## config.mk

```make
export PLATFORM = sky130hd
export DESIGN_NAME = spi_cfg_sequencer
export DESIGN_NICKNAME = d
export VERILOG_FILES = /design/src/rtl/spi_cfg_sequencer.sv
export SDC_FILE = /design/constraint.sdc
export NUM_CORES = 1
export LEC_CHECK = 0
export CAP_MARGIN = 30
export CORE_MARGIN = 8
export CORE_UTILIZATION = 35
export DETAILED_ROUTE_END_ITERATION = 7
export MAX_ROUTING_LAYER = met4
export PLACE_DENSITY = 0.7
export SLEW_MARGIN = 20
export SYNTH_ARGS = -nofsm -noshare
export SYNTH_HDL_FRONTEND = slang
export SYNTH_SLANG_ARGS = --single-unit
```

## constraint.sdc

```tcl
create_clock -name clk_in -period 2.74 [get_ports clk_in]
set_input_delay 0.274 -clock clk_in [delete_from_list [all_inputs] [get_ports clk_in]]
set_output_delay 0.274 -clock clk_in [all_outputs]
set_load 0.02 [all_outputs]
```

## src/rtl/spi_cfg_sequencer.sv

```systemverilog
// spi_cfg_sequencer: pulses the device hard reset, waits out recovery, then
// walks a synchronous-ROM table of SPI register operations (write, read,
// delay, poll, end) and hands each SPI access to an external engine.
module spi_cfg_sequencer #(
    parameter int  ADDR_W     = 7,
    parameter int  DATA_W     = 8,
    parameter int  DEPTH      = 64,
    parameter int  RST_HI_CYC = 10000,
    parameter int  RST_LO_CYC = 20000,
    parameter int  POLL_MAX   = 255,
    localparam int PTR_W      = $clog2(DEPTH),
    localparam int ENTRY_W    = 3 + ADDR_W + 2 * DATA_W,
    localparam int CMD_W      = 1 + ADDR_W + DATA_W
) (
    input  logic               clk_in,
    input  logic               rst_n,
    input  logic               start,
    output logic               busy,
    output logic               done,
    output logic               error,
    output logic [PTR_W-1:0]   err_ptr,
    output logic               o_reset,
    output logic [PTR_W-1:0]   tbl_addr,
    input  logic [ENTRY_W-1:0] tbl_data,
    output logic               cmd_valid,
    input  logic               cmd_ready,
    output logic [CMD_W-1:0]   cmd_word,
    input  logic               rsp_valid,
    input  logic [DATA_W-1:0]  rsp_data,
    output logic [DATA_W-1:0]  last_rd
);

    localparam logic [2:0] OP_WRITE = 3'd0;
    localparam logic [2:0] OP_READ  = 3'd1;
    localparam logic [2:0] OP_DELAY = 3'd2;
    localparam logic [2:0] OP_POLL  = 3'd3;
    localparam logic [2:0] OP_END   = 3'd4;

    // One counter serves both reset phases, so size it for the longer one.
    localparam int RST_MAX = (RST_HI_CYC > RST_LO_CYC) ? RST_HI_CYC : RST_LO_CYC;
    localparam int RCNT_W  = $clog2(RST_MAX + 1);
    localparam int PCNT_W  = $clog2(POLL_MAX + 1);

    localparam logic [RCNT_W-1:0] HI_LAST   = RCNT_W'(RST_HI_CYC - 1);
    localparam logic [RCNT_W-1:0] LO_LAST   = RCNT_W'(RST_LO_CYC - 1);
    localparam logic [PCNT_W-1:0] POLL_LAST = PCNT_W'(POLL_MAX - 1);
    localparam logic [PTR_W-1:0]  PTR_LAST  = PTR_W'(DEPTH - 1);

    typedef enum logic [3:0] {
        ST_IDLE, ST_RST_H, ST_RST_L, ST_FETCH, ST_DECODE,
        ST_ISSUE, ST_WAIT_RSP, ST_DELAY, ST_DONE, ST_ERR
    } state_t;

    state_t              state, state_nxt;
    logic [PTR_W-1:0]    ptr;
    logic [ENTRY_W-1:0]  entry;
    logic [RCNT_W-1:0]   rst_cnt;
    logic [PCNT_W-1:0]   poll_cnt;
    logic [DATA_W-1:0]   dly_cnt;

    // Fields of the entry being executed and of the word arriving from the ROM.
    logic [2:0]          ent_op, dec_op;
    logic [ADDR_W-1:0]   ent_addr;
    logic [DATA_W-1:0]   ent_data, ent_mask;
    logic                rd_op, poll_miss, is_last, step;
    state_t              adv_state;

    assign ent_op   = entry[ENTRY_W-1 -: 3];
    assign ent_addr = entry[2*DATA_W +: ADDR_W];
    assign ent_data = entry[DATA_W +: DATA_W];
    assign ent_mask = entry[0 +: DATA_W];
    assign dec_op   = tbl_data[ENTRY_W-1 -: 3];

    assign rd_op     = (ent_op == OP_READ) || (ent_op == OP_POLL);
    assign poll_miss = (ent_op == OP_POLL) && (((rsp_data ^ ent_data) & ent_mask) != '0);
    assign is_last   = (ptr == PTR_LAST);
    // The last table slot never wraps: finishing it without an END is an error.
    assign adv_state = is_last ? ST_ERR : ST_FETCH;
    // The current entry has finished and the walk moves to the next one.
    assign step = ((state == ST_WAIT_RSP) && rsp_valid && !poll_miss) ||
                  ((state == ST_DELAY) && (dly_cnt == ent_data));
    assign tbl_addr = ptr;

    // State register.
    always_ff @(posedge clk_in) begin
        // NOTE: clocked state uses non-blocking assignments so every register
        // samples the pre-edge values regardless of block evaluation order.
        if (!rst_n) state <= ST_IDLE;
        else        state <= state_nxt;
    end

    // Next-state decode.
    always_comb begin
        // NOTE: the default at the top covers every path, so no latch is inferred.
        state_nxt = state;
        case (state)
            ST_IDLE:     if (start) state_nxt = ST_RST_H;
            ST_RST_H:    if (rst_cnt == HI_LAST) state_nxt = ST_RST_L;
            ST_RST_L:    if (rst_cnt == LO_LAST) state_nxt = ST_FETCH;
            ST_FETCH:    state_nxt = ST_DECODE;
            ST_DECODE: begin
                case (dec_op)
                    OP_WRITE, OP_READ, OP_POLL: state_nxt = ST_ISSUE;
                    OP_DELAY:                   state_nxt = ST_DELAY;
                    OP_END:                     state_nxt = ST_DONE;
                    default:                    state_nxt = ST_ERR;
                endcase
            end
            ST_ISSUE:    if (cmd_ready) state_nxt = ST_WAIT_RSP;
            ST_WAIT_RSP: begin
                if (rsp_valid) begin
                    if (poll_miss) state_nxt = (poll_cnt == POLL_LAST) ? ST_ERR : ST_ISSUE;
                    else           state_nxt = adv_state;
                end
            end
            ST_DELAY:    if (dly_cnt == ent_data) state_nxt = adv_state;
            ST_DONE:     state_nxt = ST_IDLE;
            ST_ERR:      state_nxt = ST_IDLE;
            default:     state_nxt = ST_IDLE;
        endcase
    end

    // Outputs decoded from the current state and the registered entry.
    always_comb begin
        busy      = !((state == ST_IDLE) || (state == ST_DONE) || (state == ST_ERR));
        done      = (state == ST_DONE);
        o_reset   = (state == ST_RST_H);
        cmd_valid = (state == ST_ISSUE);
        cmd_word  = {rd_op, ent_addr, rd_op ? {DATA_W{1'b0}} : ent_data};
    end

    // Datapath: table pointer, entry latch, phase counters, read data, error flag.
    always_ff @(posedge clk_in) begin
        if (!rst_n) begin
            // NOTE: entry is reset too, so cmd_word reads zero straight out of reset.
            ptr      <= '0;
            entry    <= '0;
            rst_cnt  <= '0;
            poll_cnt <= '0;
            dly_cnt  <= '0;
            last_rd  <= '0;
            error    <= 1'b0;
            err_ptr  <= '0;
        end else begin
            case (state)
                ST_IDLE: begin
                    if (start) begin
                        error   <= 1'b0;
                        ptr     <= '0;
                        rst_cnt <= '0;
                    end
                end
                ST_RST_H, ST_RST_L: rst_cnt <= (state_nxt != state) ? '0 : rst_cnt + 1'b1;
                ST_DECODE: begin
                    entry    <= tbl_data;
                    poll_cnt <= '0;
                    dly_cnt  <= '0;
                end
                ST_WAIT_RSP: begin
                    if (rsp_valid) begin
                        if (rd_op)     last_rd  <= rsp_data;
                        if (poll_miss) poll_cnt <= poll_cnt + 1'b1;
                    end
                end
                ST_DELAY: dly_cnt <= dly_cnt + 1'b1;
                ST_ERR: begin
                    error   <= 1'b1;
                    err_ptr <= ptr;
                end
                default: ;
            endcase
            if (step && !is_last) ptr <= ptr + 1'b1;
        end
    end

endmodule

```

==> results.cfg <==
[global_route]
grt_pass1_wl_microns = 19400
overflow = 0
antenna_found_initial = 0
grt_max_degree = 61
grt.total_usage_pct = 15.2
grt_pass1_vias = 3808

[logic_synthesis]
avgSynthCellArea_sq_um = 7.98
synth_area_sq_mm = 0.00410
yosysUniqueCellTypes = 64
synth.top_cell.area_share_pct = 40.0
synth_seq_cells = 82
synth-edff-count = 0
ys_seq_area_share_pct = 40.0
syn_nets = 558
async_reset_ff_share_pct = 0
synth_warnings = 0
yosysTopAreaCell = dfxtp_1
synth_common_cells = 96 x nand2_1, 82 x dfxtp_1, 59 x a21oi_1, 37 x nor2_1, 24 x nand3_1
yosysMostFrequentCell = nand2_1
synth_area_leaders = dfxtp_1 40%, nand2_1 8.8%, a21oi_1 7.2%
synth_ff_type = dfxtp_1
syn_inst = 514

[power_and_ir_drop]
max-vdd-ir-drop_mv = 0.477
power_leakage_nw = 1.84
power_density_mw_per_mm2 = 477
power_mw = 2.52

[routing]
antenna_left = 0
drt_first_pass_iters = 5
wire_per_inst_microns = 15.7
vias = 3949
wl_microns = 11600
dr.first_iter.drc_count = 307
drc = 0
viasPerCell = 5.37

[die]
initial_core_util_pct = 35.9
ios = 80
rows = 39
die_area_sq_mm = 0.0154
die_w_microns = 124
die_h_microns = 124
core-area_sq_mm = 0.0114

[placed_design]
post-dp-hpwl_microns = 8330
place.gp.congestion = 0.880
place_inst = 719
io_buffers = 79

[layout]
final_net_count = 631
area_delta_synth_final_pct = 28.9
diodes = 0
fill_cells = 1143
final_util_pct = 46.3
regArea_sq_mm = 0.00164
fin_cells = 735
drive_gt1_share_pct = 7.77
multi_input_area_sq_mm = 0.00225

[clock_tree]
cts.repair.resized = 0
cts_buffer_depth = 2
htreeDepth = 3
clk_latency_ps = 340
ctsHoldBuffers = 0
clk_pin_slew_ps = 60
clock-root-buffer = clkbuf_16
cts_tree = yes
cts_inserted_buffers = 9
clock-sinks = 82
postCtsSetupRepairBufs = 0

[setup_path]
cp-end-kind = output pin
cp.required_ps = 2470
critPathMaxFanout = 13
worstSetupPathType = reg -> out
worst_ep_arrival_time_ps = 2290
cp-start-kind = register

[timing]
hold_viol = 0
rsz0062_at_grt = no
finalMaxSlewViolations = 0
slew_headroom_pct = 55.9
finalSetupTns_ps = 0
whs_ps = 455
fin_worst_skew_ps = 5.94
setup_viol = 0
period_share_pct = 93.7
max_clock_freq_mhz = 389
period_needed_ps = 2570
tightestPinTransition_ps = 662

[worst_hold_path]
hold_path.class = reg -> reg

[status]
status = finished clean

[job]
maxCapViolations = 0
## worst max-delay path, cell delays in order, from the launching register on
cell and delay, ps:
dfxtp_1 560, nand2b_1 180, nor3_1 490, clkdlybuf4s50_1 720
## where the power goes
part	total, mW	internal, mW	leakage, nW	switching, mW
sequential	1.20	1.20	0.661	0.00854
clock	1.16	0.648	0.140	0.512
combinational	0.160	0.0802	1.04	0.0799
total	2.52	1.92	1.84	0.600
## placed cells by master, fill, tap and decap left out, types with 11 or more instances in the layout
master / count
clkdlybuf4s50_1: 79
and2_1: 11
buf_4: 13
nand3_1: 24
nor2_1: 37
o21ai_0: 12
xor2_1: 19
nand4_1: 11
nand2_1: 96
a21oi_1: 59
dfxtp_1: 82
## flip-flops by register name, summed over array words and instances (netlist names), 4 cells and up
signal / cells
dly_cnt: 8
entry: 26
err_ptr: 6
last_rd: 8
poll_cnt: 8
rst_cnt: 15
state: 4
tbl_addr: 6
## path summary, 6_finish.rpt
kind	slack, ps	from	cells after the start	to
worst min register to register	450	entry[7]	2	entry[7]
worst max register to register	250	state[1]	7	rst_cnt[9]
worst max-delay path	170	state[0]	3	o_reset
worst min-delay path	450	entry[7]	2	entry[7]
## per-stage QoR
step	setup slack [ps]	cell area, sq um
global placement	307	5000
detailed placement	261	5000
global route	84.9	5290
floorplan	679	4100
CTS	226	5290
finish	173	5290
## cell type report
cell class              count  area share, %
multi-input cells         391           42.6
well taps                 143           3.38
flip-flops and latches     82           31.0
repair buffers             92           16.8
clock buffers              10           4.52
clock inverters             6          0.899
inverters                  11          0.780
## logic make-up after synthesis
logic type	count (synthesis)	synth area share, %
AO/OA/AOI/OAI	114	17.3
XOR/XNOR	24	5.12
adder cells (fa/ha/maj)	5	1.52
buffers and inverters	41	5.18
flip-flops	82	40.0
multiplexers	10	2.47
AND/OR/NAND/NOR	238	28.4
## routing by layer
metal	global-route usage, %	wire length (microns)	vias to the layer above
met4	3.19	114	0
met3	4.30	691	10
met1	19.0	5400	1845
met2	24.0	5350	135
met5	-	0	-
li1	-	-	1959
Note: power is estimated with default switching activity, not from simulation.
